### config.mk
export PLATFORM = sky130hd
export DESIGN_NAME = idli_sqi_ctrl_m
export DESIGN_NICKNAME = d
export VERILOG_FILES = /design/src/rtl/idli_sqi_ctrl_m.sv
export SDC_FILE = /design/constraint.sdc
export NUM_CORES = 1
export LEC_CHECK = 0
export CELL_PAD_IN_SITES_DETAIL_PLACEMENT = 2
export CELL_PAD_IN_SITES_GLOBAL_PLACEMENT = 2
export CORE_UTILIZATION = 29
export CTS_CLUSTER_DIAMETER = 40
export DETAILED_ROUTE_END_ITERATION = 6
export GPL_TIMING_DRIVEN = 1
export PLACE_DENSITY = 0.76
export SLEW_MARGIN = 20
export SYNTH_ARGS = -nofsm -noshare
export SYNTH_HDL_FRONTEND = slang
export SYNTH_SLANG_ARGS = --single-unit
### constraint.sdc
create_clock -name i_sqi_gck -period 2 [get_ports i_sqi_gck]
set_input_delay 0.3 -clock i_sqi_gck [delete_from_list [all_inputs] [get_ports i_sqi_gck]]
set_output_delay 0.3 -clock i_sqi_gck [all_outputs]
set_load 0.02 [all_outputs]
### src/rtl/idli_sqi_ctrl_m.sv
// SQI sequential-mode SRAM initiator: cmd, 16-bit addr, dummy (reads), then an unbounded nibble stream.
// Registered pads; read nibbles land one cycle after the pad, write nibbles go out the cycle after wr_rdy.
module idli_sqi_ctrl_m (
   input  logic        i_sqi_gck,
   input  logic        i_sqi_rst_n,
   input  logic        i_sqi_req_vld,
   input  logic        i_sqi_req_wr,
   input  logic [15:0] i_sqi_req_addr,
   input  logic [3:0]  i_sqi_wr_data,
   output logic        o_sqi_wr_rdy,
   output logic [3:0]  o_sqi_rd_data,
   output logic        o_sqi_rd_vld,
   output logic        o_sqi_busy,
   output logic        o_sqi_cs_n,
   output logic [3:0]  o_sqi_sio,
   output logic        o_sqi_sio_oe,
   input  logic [3:0]  i_sqi_sio
);

   typedef enum logic [2:0] {
      S_IDLE  = 3'd0,
      S_CMD   = 3'd1,
      S_ADDR  = 3'd2,
      S_DUMMY = 3'd3,
      S_DATA  = 3'd4,
      S_END   = 3'd5
   } state_t;

   state_t      r_state;
   state_t      w_state_nxt;
   logic [2:0]  r_cnt;
   logic [2:0]  w_cnt_nxt;
   logic        r_wr;
   logic [15:0] r_addr;

   logic        r_cs_n;
   logic        r_sio_oe;
   logic [3:0]  r_sio;
   logic        r_rd_vld;
   logic [3:0]  r_rd_data;
   logic        r_busy;

   logic        w_cs_n_nxt;
   logic        w_oe_nxt;
   logic [3:0]  w_sio_nxt;
   logic        w_rd_vld_nxt;
   logic [3:0]  w_addr_nib;

   // Request drop wins over every sequencing step; END always returns to IDLE.
   always_comb begin
      w_state_nxt = r_state;
      case (r_state)
         S_IDLE:  if (i_sqi_req_vld) w_state_nxt = S_CMD;
         S_CMD: begin
            if (!i_sqi_req_vld)      w_state_nxt = S_END;
            else if (r_cnt == 3'd1)  w_state_nxt = S_ADDR;
         end
         S_ADDR: begin
            if (!i_sqi_req_vld)      w_state_nxt = S_END;
            else if (r_cnt == 3'd3)  w_state_nxt = r_wr ? S_DATA : S_DUMMY;
         end
         S_DUMMY: begin
            if (!i_sqi_req_vld)      w_state_nxt = S_END;
            else if (r_cnt == 3'd1)  w_state_nxt = S_DATA;
         end
         S_DATA:  if (!i_sqi_req_vld) w_state_nxt = S_END;
         S_END:   w_state_nxt = S_IDLE;
         default: w_state_nxt = S_IDLE;
      endcase

      w_cnt_nxt = r_cnt;
      if (w_state_nxt != r_state)
         w_cnt_nxt = 3'd0;
      else if (r_state == S_CMD || r_state == S_ADDR || r_state == S_DUMMY)
         w_cnt_nxt = r_cnt + 3'd1;

      case (w_cnt_nxt[1:0])
         2'd0:    w_addr_nib = r_addr[15:12];
         2'd1:    w_addr_nib = r_addr[11:8];
         2'd2:    w_addr_nib = r_addr[7:4];
         default: w_addr_nib = r_addr[3:0];
      endcase

      // Pad values are computed for the state being entered so they register alongside it.
      w_cs_n_nxt   = 1'b1;
      w_oe_nxt     = 1'b0;
      w_sio_nxt    = 4'h0;
      w_rd_vld_nxt = 1'b0;
      case (w_state_nxt)
         S_CMD: begin
            w_cs_n_nxt = 1'b0;
            w_oe_nxt   = 1'b1;
            w_sio_nxt  = (w_cnt_nxt == 3'd0) ? 4'h0 : {3'b001, ~r_wr};
         end
         S_ADDR: begin
            w_cs_n_nxt = 1'b0;
            w_oe_nxt   = 1'b1;
            w_sio_nxt  = w_addr_nib;
         end
         S_DUMMY: w_cs_n_nxt = 1'b0;
         S_DATA: begin
            w_cs_n_nxt = 1'b0;
            if (r_wr) begin
               w_oe_nxt  = 1'b1;
               w_sio_nxt = i_sqi_wr_data;
            end else begin
               w_rd_vld_nxt = (r_state == S_DATA);
            end
         end
         default: ;
      endcase
   end

   always_ff @(posedge i_sqi_gck or negedge i_sqi_rst_n) begin
      if (!i_sqi_rst_n) begin
         r_state <= S_IDLE;
         r_cnt   <= 3'd0;
      end else begin
         r_state <= w_state_nxt;
         r_cnt   <= w_cnt_nxt;
      end
   end

   always_ff @(posedge i_sqi_gck or negedge i_sqi_rst_n) begin
      if (!i_sqi_rst_n) begin
         r_wr      <= 1'b0;
         r_addr    <= 16'h0;
         r_cs_n    <= 1'b1;
         r_sio_oe  <= 1'b0;
         r_sio     <= 4'h0;
         r_rd_vld  <= 1'b0;
         r_rd_data <= 4'h0;
         r_busy    <= 1'b0;
      end else begin
         if (r_state == S_IDLE && i_sqi_req_vld) begin
            r_wr   <= i_sqi_req_wr;
            r_addr <= i_sqi_req_addr;
         end
         r_cs_n   <= w_cs_n_nxt;
         r_sio_oe <= w_oe_nxt;
         r_sio    <= w_sio_nxt;
         r_rd_vld <= w_rd_vld_nxt;
         if (w_rd_vld_nxt)
            r_rd_data <= i_sqi_sio;
         r_busy   <= (w_state_nxt != S_IDLE);
      end
   end

   // The last ADDR cycle already accepts a nibble so it is on the pads in the first DATA cycle.
   assign o_sqi_wr_rdy  = i_sqi_req_vld && r_wr &&
                          ((r_state == S_DATA) || (r_state == S_ADDR && r_cnt == 3'd3));
   assign o_sqi_rd_data = r_rd_data;
   assign o_sqi_rd_vld  = r_rd_vld;
   assign o_sqi_busy    = r_busy;
   assign o_sqi_cs_n    = r_cs_n;
   assign o_sqi_sio     = r_sio;
   assign o_sqi_sio_oe  = r_sio_oe;

endmodule

**Word-level counts from Yosys, hierarchy flattened**

Cells that the tools add are included.

- Register bits after elaboration: 35
- Bits in latches: 0
- Bits in writable memories: 0
- Memory bits (read-only): 0
- Input bits: 28
- Output and inout bits: 13
- Logic and storage cells: 59
- Memories kept: 0

- Add/subtract/negate cells: 1
- $mul: 0
- Divide/modulo/power cells: 0
- Order comparisons: 0
- Equal/unequal tests: 13
- Shifts and indexed selects: 0
- Multiplexer cells: 21
- Bitwise gates (word level): 1
- Reduce and logical (&&, ||, !) cells: 13

Operator list:

| operator | number |
|---|---|
| $mux 3 | 11 |
| $pmux 4 s3 | 2 |
| $eq 3x2->1 const B | 5 |
| $pmux 3 s5 | 1 |
| $eq 3x1->1 const B | 3 |
| $eq 3x3->1 const B | 2 |
| $logic_not 3->1 | 2 |
| $logic_and 1x1->1 | 4 |
| $mux 1 | 4 |
| $mux 4 | 1 |
| $reduce_or 4->1 | 1 |
| $add 3x1->3 const B | 1 |
| $logic_or 1x1->1 | 3 |
| $ne 3x3->1 | 1 |
| $reduce_bool 3->1 | 1 |
| $eq 2x1->1 const B | 1 |
| $eq 2x2->1 const B | 1 |
| $logic_not 2->1 | 1 |
| $mux 2 | 1 |
| $pmux 1 s2 | 1 |
| $reduce_or 2->1 | 1 |
| $not 1->1 | 1 |

**Longest topological paths before layout**

- Depth in word-level cells: 9
- Mapped depth: 8
- Gate-level depth less buffers: 7

**Worst setup path after synthesis**

OpenSTA, ideal clock, no wires.

- Path kind: register -> register
- From: reg r_cnt[1]
- To: reg r_sio[0], in the netlist o_sqi_sio[0]
- Library setup time: 0.129 ns
- Arrival time: 1.826 ns
- Data required time: 1.871 ns
- Slack: 0.045 ns
- Cell stages (with the launch flop): 9
- Path buffers: 1
- Clock period less this slack: 1.955 ns
- Path through: dfrtp_1 -> clkinv_1 -> ha_1 -> clkbuf_1 -> or2_2 -> mux2i_1 -> nand2b_1 -> a21oi_1 -> o31ai_1

- Word-level cells in the longest chain between the ends: 9
- Elaborated cells between the ends (all ways): 23

RTL lines:

| what | RTL line | RTL |
|---|---|---|
| from (decl) | 31 | `logic [2:0] r_cnt;` |
| from (signal assigned) | 120 | `r_cnt <= w_cnt_nxt;` |
| $eq 3x1->1 / $eq 3x2->1 (equally long branches) | 56, 64, 60 |  |
| $mux 3 (on tied branches) | 64, 56, 60 |  |
| $mux 3 (on tied branches) | 63, 55, 59 |  |
| $pmux 3 s5 | 52 | `case (r_state)` |
| $ne 3x3->1 | 72 | `if (w_state_nxt != r_state)` |
| $mux 3 | 72 |  |
| $eq 2x2->1 (tied with other cells) | 77 | `case (w_cnt_nxt[1:0])` |
| $pmux 4 s3 / $mux 2 (equally long branches) | 77, 93 |  |
| $pmux 4 s3 * | 89 | `case (w_state_nxt)` |
| via w_sio_nxt[0] | 45 | `logic [3:0] w_sio_nxt;` |
| to (signal assigned) | 141 | `r_sio <= w_sio_nxt;` |
| to (decl) | 38 | `logic [3:0] r_sio;` |

Mark *: on every way through the listed nets, which the timed path passes. The rest lies on a longest branch.
A chain may end at the register's enable or synchronous reset.

**Worst setup path in the final report**

- From: reg r_cnt[0]
- To: reg r_sio_oe, in the netlist o_sqi_sio_oe

- Word-level cells in the longest chain between the ends: 7
- Elaborated cells between the ends (all ways): 14

RTL lines:

| what | RTL line | RTL |
|---|---|---|
| $eq 3x1->1 / $eq 3x2->1 (equally long branches) | 56, 64, 60 |  |
| $mux 3 (on tied branches) | 64, 56, 60 |  |
| $mux 3 (on tied branches) | 63, 55, 59 |  |
| $pmux 3 s5 * | 52 |  |
| via w_state_nxt[0] | 30 | `state_t w_state_nxt;` |
| $eq 3x2->1 / $eq 3x1->1 (equally long branches) | 89 |  |
| $reduce_or 2->1 (no line) | - |  |
| $pmux 1 s2 * | 89 |  |
| via w_oe_nxt | 44 | `logic w_oe_nxt;` |
| to (signal assigned) | 140 | `r_sio_oe <= w_oe_nxt;` |
| to (decl) | 37 | `logic r_sio_oe;` |

Marked as above.

==> insert_results.sql <==
INSERT INTO impl_metrics (metric_group, metric, value, unit) VALUES
('synthesis', 'synthTopCellsByArea', 'sky130_fd_sc_hd__dfrtp_1 (42%), sky130_fd_sc_hd__mux2_2 (12%), sky130_fd_sc_hd__nor3_1 (3.2%)', ''),
('power_and_ir_drop', 'seq_power_share', '28.7', '%'),
('routing', 'detailedRoute.firstPassIterationCount', '4', ''),
('floorplanning', 'die_h', '85.53', 'microns'),
('synthesis', 'syn_area_per_cell', '10.82', 'sq um'),
('synthesis', 'yosys.cell_count.top_type', 'sky130_fd_sc_hd__dfrtp_1', ''),
('cells_and_area', 'area_growth_syn_to_layout', '43.60', '%'),
('synthesis', 'ys_ff_latch', '35', ''),
('worst_setup_path', 'cp-end-kind', 'flip-flop', ''),
('place', 'buffer_ports.inserted', '40', ''),
('clock_tree', 'clk_transition_reported_paths', '0.07', 'ns'),
('synthesis', 'synth.yosys.warnings', '0', ''),
('worst_setup_path', 'worst-endpoint-arrival', '2.15', 'ns'),
('floorplanning', 'pin_count', '41', ''),
('clock_tree', 'holdBufCountCts', '0', ''),
('sta', 'fin_skew', '0.004695', 'ns'),
('cells_and_area', 'num_antenna_cells', '0', ''),
('worst_setup_path', 'critical_path_required', '2.18', 'ns'),
('synthesis', 'yosys-top-cells-count', 'sky130_fd_sc_hd__dfrtp_1 (34), sky130_fd_sc_hd__mux2_2 (21), sky130_fd_sc_hd__nor3_1 (13)', ''),
('routing', 'initial_drt_markers', '49', ''),
('clock_tree', 'clock-sinks', '35', ''),
('routing', 'average_via_count_per_standard_cell', '5.195', ''),
('floorplanning', 'die_w', '85.53', 'microns'),
('cells_and_area', 'fillers', '715', ''),
('place', 'final_weighted_congestion_of_routability_driven_global_placement', '0.8123', ''),
('grt', 'grt_pass1_vias', '1951', ''),
('grt', 'global_route.usage.total', '19.31', '%'),
('floorplanning', 'floorplan.rows', '30', ''),
('power_and_ir_drop', 'powerDensity', '1563', 'nW/um^2'),
('sta', 'finalHoldViolCount', '0', ''),
('floorplanning', 'die_area', '7315', 'sq um'),
('place', 'hpwlAfterDp', '4532', 'microns'),
('power_and_ir_drop', 'vdd.ir_drop.worst', '0.4621', 'mV'),
('run_status', 'status', 'finished clean', ''),
('worst_setup_path', 'worstSetupStartpointType', 'flip-flop', ''),
('synthesis', 'synth.largest_area_cell', 'sky130_fd_sc_hd__dfrtp_1', ''),
('routing', 'route.vias.total', '1730', ''),
('synthesis', 'synth-seq-area-share', '43.35', '%'),
('synthesis', 'postSynth.topFlopCell', 'sky130_fd_sc_hd__dfrtp_1', ''),
('power_and_ir_drop', 'leakage_power', '1.175', 'nW'),
('worst_setup_path', 'crit_path_start', 'r_cnt[0]$_DFF_PN0_', ''),
('cells_and_area', 'final-seq-area', '879.6', 'sq um'),
('synthesis', 'synthArstFlopShare', '100.0', '%'),
('synthesis', 'synth_fp_nets', '218', ''),
('clock_tree', 'tritoncts', 'done', ''),
('sta', 'layout_min_cycle_time', '1.971', 'ns'),
('place', 'dpl-instance-area', '2660', 'sq um'),
('clock_tree', 'insertion_delay', '0.29', 'ns'),
('routing', 'drt-wirelength-per-cell', '19.49', 'microns'),
('worst_setup_path', 'critPathKind', 'reg2reg', ''),
('job', 'max_cap_violations', '0', ''),
('sta', 'slew_at_the_pin_closest_to_its_max_slew_limit', '0.4651', 'ns'),
('clock_tree', 'cts.htree.levels', '2', ''),
('sta', 'setup-violations-final', '0', ''),
('sta', 'final_min_period_over_clock_period', '98.56', '%'),
('cells_and_area', 'multi_input_comb_area', '1120', 'sq um'),
('synthesis', 'yosysUniqueCellTypes', '51', ''),
('routing', 'drc_errors', '0', ''),
('synthesis', 'synth-edff-count', '0', ''),
('sta', 'f_max', '0.5073', 'GHz'),
('cells_and_area', 'finish.instance_area', '2905', 'sq um'),
('worst_setup_path', 'worst_r2r_startpoint', 'r_cnt[0]$_DFF_PN0_', ''),
('grt', 'maximum_number_of_pins_on_one_net_before_global_route_repair', '36', ''),
('grt', 'globalRoute.totalOverflow', '0', ''),
('clock_tree', 'cts_root_buffer', 'sky130_fd_sc_hd__clkbuf_8', ''),
('routing', 'detail-route-antenna-nets', '0', ''),
('power_and_ir_drop', 'post-layout-total-power', '4.541', 'mW'),
('grt', 'grt_pass1_wl', '10560', 'microns'),
('cells_and_area', 'fin_nets', '283', ''),
('clock_tree', 'cts_made_buffers', '5', ''),
('synthesis', 'synth_cells', '187', '');
-- flip-flops by register name, indices dropped and copies added (netlist names), 3 cells and up --
register,cells
o_sqi_rd_data,4
r_addr,16
r_cnt,3
r_state,3
o_sqi_sio,4
-- stage by stage --
step,hold slack (ns),worst slack (ns),cells,utilization (%),TNS (ns)
CTS,0.4384,-0.0007743,331,41.89,-0.0007743
global route,0.4423,-0.04026,333,43.00,-0.1012
finish,0.4210,0.02881,333,43.00,0
floorplan,0.004409,0.04476,187,-,0
global placement,0.4888,-0.08336,321,39.37,-0.3288
detailed placement,0.5068,-0.1671,321,39.37,-1.053
-- worst max-delay path, stage by stage, from the launching register on --
cell	delay [ns]
sky130_fd_sc_hd__dfrtp_1	0.42
sky130_fd_sc_hd__ha_4	0.17
sky130_fd_sc_hd__ha_4	0.15
sky130_fd_sc_hd__buf_4	0.12
sky130_fd_sc_hd__nand2b_1	0.07
sky130_fd_sc_hd__a31o_4	0.26
sky130_fd_sc_hd__or2_4	0.26
sky130_fd_sc_hd__nand2_2	0.07
sky130_fd_sc_hd__mux2_2	0.33
-- layout make-up --
cell class | count | area share [%]
Timing Repair Buffer | 71 | 22.74
Multi-Input combinational cell | 133 | 38.54
Clock inverter | 2 | 1.206
Sequential cell | 35 | 30.28
Tap cell | 80 | 3.445
Clock buffer | 6 | 2.842
Inverter | 6 | 0.9475
-- repair_timing --
item                                    4_1_cts  5_1_grt
buffers inserted                              2        2
resized for setup                            12       15
pin swaps                                     2        7
endpoints found under the setup margin        7        7
gates cloned                                  0        0
-- power groups by stage --
stage               sequential [mW]  combinational [mW]  clock, mW
floorplan                      1.33                1.40          0
global placement               1.28                2.29          0
detailed placement             1.30                2.38          0
CTS                            1.29                2.49      0.690
global route                   1.34                2.76      0.727
finish                         1.30                2.56      0.676
-- cell usage in the layout, fill, tap and decap left out, drive strengths merged, types with 2 or more instances in the layout --
master | Yosys | final
clkdlybuf4s50 | 0 | 39
dfrtp | 34 | 34
buf | 10 | 32
mux2 | 21 | 21
nor3 | 14 | 14
a21oi | 12 | 12
nand2 | 10 | 10
nand2b | 9 | 9
o31ai | 8 | 8
nor2 | 6 | 6
clkbuf | 3 | 6
inv | 5 | 6
o21ai | 6 | 6
o32ai | 5 | 5
ha | 3 | 3
and3b | 2 | 2
o21ba | 2 | 2
xnor2 | 2 | 2
a211oi | 2 | 2
mux2i | 2 | 2
a32oi | 2 | 2
nand3 | 2 | 2
and4 | 2 | 2
or2 | 2 | 2
nor2b | 2 | 2
o21bai | 2 | 2
and2 | 2 | 2
-- routing by layer --
metal	global-route usage, %	vias up	share of wire (%)
li1	-	826	-
met1	23.03	866	42
met2	34.98	31	54
met3	2.984	7	2.0
met4	7.273	0	1.8
met5	0	-	0
-- final timing paths --
kind	end	slack [ns]	cells after the start
hold / removal	r_addr[4]$_DFFE_PN0P_	0.42	2
hold reg to reg	o_sqi_rd_data[3]$_DFFE_PN0P_	0.52	1
setup reg to reg	o_sqi_sio_oe$_DFF_PN0_	0.03	8
max in group asynchronous	r_state[0]$_DFF_PN0_	1.22	2
min in group i_sqi_gck	o_sqi_rd_data[3]$_DFFE_PN0P_	0.52	1
setup / recovery	o_sqi_sio_oe$_DFF_PN0_	0.03	8
-- kinds of logic after synthesis --
logic type                 synth area share (%)
AOI/OAI and AO/OA                         19.36
xor gates and xnor gates                 0.8660
adders and majority gates                 1.855
buffers and inverters                     5.751
DFF                                       43.35
muxes                                     12.68
and+or+nand+nor                           16.14
Note: power is estimated with default switching activity, not from simulation.
==> patch: new RTL, config.mk and constraints unchanged <==
Reset style: synchronous (`i_sqi_rst_n`), changed in 2 clocked blocks.
--- a/src/rtl/idli_sqi_ctrl_m.sv
+++ b/src/rtl/idli_sqi_ctrl_m.sv
@@ -111,7 +111,7 @@
       endcase
    end
 
-   always_ff @(posedge i_sqi_gck or negedge i_sqi_rst_n) begin
+   always_ff @(posedge i_sqi_gck) begin
       if (!i_sqi_rst_n) begin
          r_state <= S_IDLE;
          r_cnt   <= 3'd0;
@@ -121,7 +121,7 @@
       end
    end
 
-   always_ff @(posedge i_sqi_gck or negedge i_sqi_rst_n) begin
+   always_ff @(posedge i_sqi_gck) begin
       if (!i_sqi_rst_n) begin
          r_wr      <= 1'b0;
          r_addr    <= 16'h0;
Check against the original RTL: differs if i_sqi_rst_n is asserted again (counterexample within 4 cycles, from zero or initial values and one cycle with i_sqi_rst_n low); with i_sqi_rst_n held inactive, the same outputs for 10 cycles.
==> patch against the original RTL <==
- the run now ends with negative setup slack left
- sequential share of layout area shrank 3.5 points
- cell count grew 5.4%
- synthesized area fell by 11%
- sequential cell count is the same
- design area decreased by 9.0%
- worst setup slack got worse by 0.053 ns
- wire length up 0.99%
- highest routed layer unchanged
Power is not compared: it rests on default switching activity, and its combinational part moved more than twofold at a synthesized area within 25%.
==> patch: results <==
group,metric,value,unit
clock_network,clockBufferDepth,2,
logic_synthesis,postSynthCellCount,215,
worst_setup_path,r2r-start,"r_cnt[0]",
placement,place_congestion,0.821,
hold_path,hold_start,"r_addr[2]",
logic_synthesis,synthTopCellsByArea,"dfxtp_1 (39%), nand2_1 (9.2%), a21oi_1 (6.9%)",
timing,worstMarginPinSlew,0.410,ns
timing,fin_ws,-0.0243,ns
power_and_ir_drop,ir_drop,0.270,mV
routing,first_pass_iters,4,
timing,slew_violations,0,
timing,final-setup-viol-count,3,
clock_network,htreeDepth,2,
power_and_ir_drop,leakage,0.00101,uW
hold_path,hold_path_end,"r_addr[2]",
placement,portBuffers,40,
global_route,grt_pass1_wl,9530,um
finish,drive_gt1_share,25.4,%
logic_synthesis,syn-num-nets,246,
hold_path,hold_path_depth,2,
worst_setup_path,cp_data_arrival_time,2.19,ns
finish,finalNetCount,307,
routing,routed_wl,6560,um
global_route,grtUsageTotal,19.5,%
clock_network,cts_made_buffers,5,
run_status,violations,"negative setup slack",
hold_path,hp-class,"flop to flop",
global_route,grt_start_max_net_pins,27,
timing,whs,0.469,ns
logic_synthesis,ys_types,54,
finish,largest_reg_flops,16,
placement,dp_cells,337,
finish,diodes,0,
timing,clock_skew,0.00684,ns
placement,pre_cts_ws,-0.187,ns
finish,fillCellCount,684,
logic_synthesis,ys_seq_area_share,38.9,%
logic_synthesis,ys_warn_count,0,
finish,stdcell_count,351,
routing,vias,1833,
timing,tns,-0.0313,ns
logic_synthesis,synthTopCellsByCount,"nand2_1 (44), dfxtp_1 (35), a21oi_1 (25)",
worst_setup_path,r2r_cells,10,
logic_synthesis,async_reset_ff_share,0,%
placement,dp.final_hpwl,4200,um
routing,drt_iter0_markers,47,
worst_setup_path,rr_endpoint,"o_sqi_rd_data[3]",
run_status,status,"finished, violations left",
worst_setup_path,crit_fanout,6,
clock_network,clk_latency,0.29,ns
## patch: cell count changes in the layout (fill, tap and decap cells not counted), moves of 7 or more
cell | unedited run | this run
mux2_2 | 21 | 0
dfrtp_1 | 32 | 0
nor3_1 | 13 | 2
nor2_1 | 6 | 14
nand2_1 | 9 | 43
dfxtp_1 | 0 | 30
o31ai_1 | 8 | 1
a21oi_1 | 10 | 24
nand2b_1 | 9 | 2
## patch: repair_timing
action / in CTS / in global routing
endpoints found under the hold margin: 0 / 0
pin swaps: 6 / 7
buffers inserted: 2 / 4
cloned: 1 / 0
resized for setup: 16 / 19
setup endpoints to repair: 6 / 11
## patch: cell families (layout without fill, tap and decap cells)
| logic type | Yosys count | in the layout | share of synthesized area [%] |
|---|---|---|---|
| compound gates | 60 | 60 | 22.4 |
| xor+xnor | 1 | 1 | 0.486 |
| fa+ha+maj | 3 | 3 | 2.08 |
| buf+inv | 18 | 78 | 6.73 |
| flops | 35 | 35 | 38.9 |
| mux | 5 | 5 | 2.78 |
| simple gates | 93 | 94 | 26.6 |
## patch: cell type report
class                           count  area [um2]  area share (%)
Clock buffer                        6        82.6            3.13
Clock inverter                      1        5.00           0.189
Inverter                            5        18.8           0.710
Multi-Input combinational cell    163        1130            42.7
Sequential cell                    35         707            26.8
Tap cell                           75        93.8            3.55
Timing Repair Buffer               66         607            23.0
## patch: routing by layer
layer	part of all wire, %	up-vias	track usage [%]
met5	0	-	0
met4	1.6	0	4.82
met3	2.8	10	2.92
met2	50	37	32.4
met1	46	904	26.2
li1	-	882	-
## patch: report_power, final
part           leakage, uW  switching [uW]  internal, uW
clock network    0.0000470             261           271
logic             0.000676             337           297
registers         0.000288            45.6           750
## patch: per-stage QoR
stage / power (uW) / area (um2)
after CTS: 1900 / 2520
after floorplan: 1130 / 1800
after global placement: 1310 / 2340
after global routing: 2050 / 2640
final: 1960 / 2640
after detailed placement: 1330 / 2340
## patch: worst max path at each step
stage,endpoint,slack [ns],start
final,o_sqi_rd_data[3],-0.02,r_cnt[0]
after detailed placement,o_sqi_sio[1],-0.19,i_sqi_req_vld
after global placement,o_sqi_sio[1],-0.16,i_sqi_req_vld
after CTS,o_sqi_sio[0],0.01,r_cnt[0]
after global routing,o_sqi_rd_data[3],-0.1,r_cnt[0]
after floorplan,o_sqi_sio[2],0.14,r_cnt[1]
## patch: critical path, stage by stage, from the launching register on
cell and delay [ns]:
dfxtp_2 0.36, ha_4 0.15, ha_4 0.12, buf_6 0.10, nand3b_1 0.13, nand4_1 0.13, o31a_1 0.31, buf_4 0.20
nand3_4 0.11, mux2i_1 0.22, nor2_1 0.07
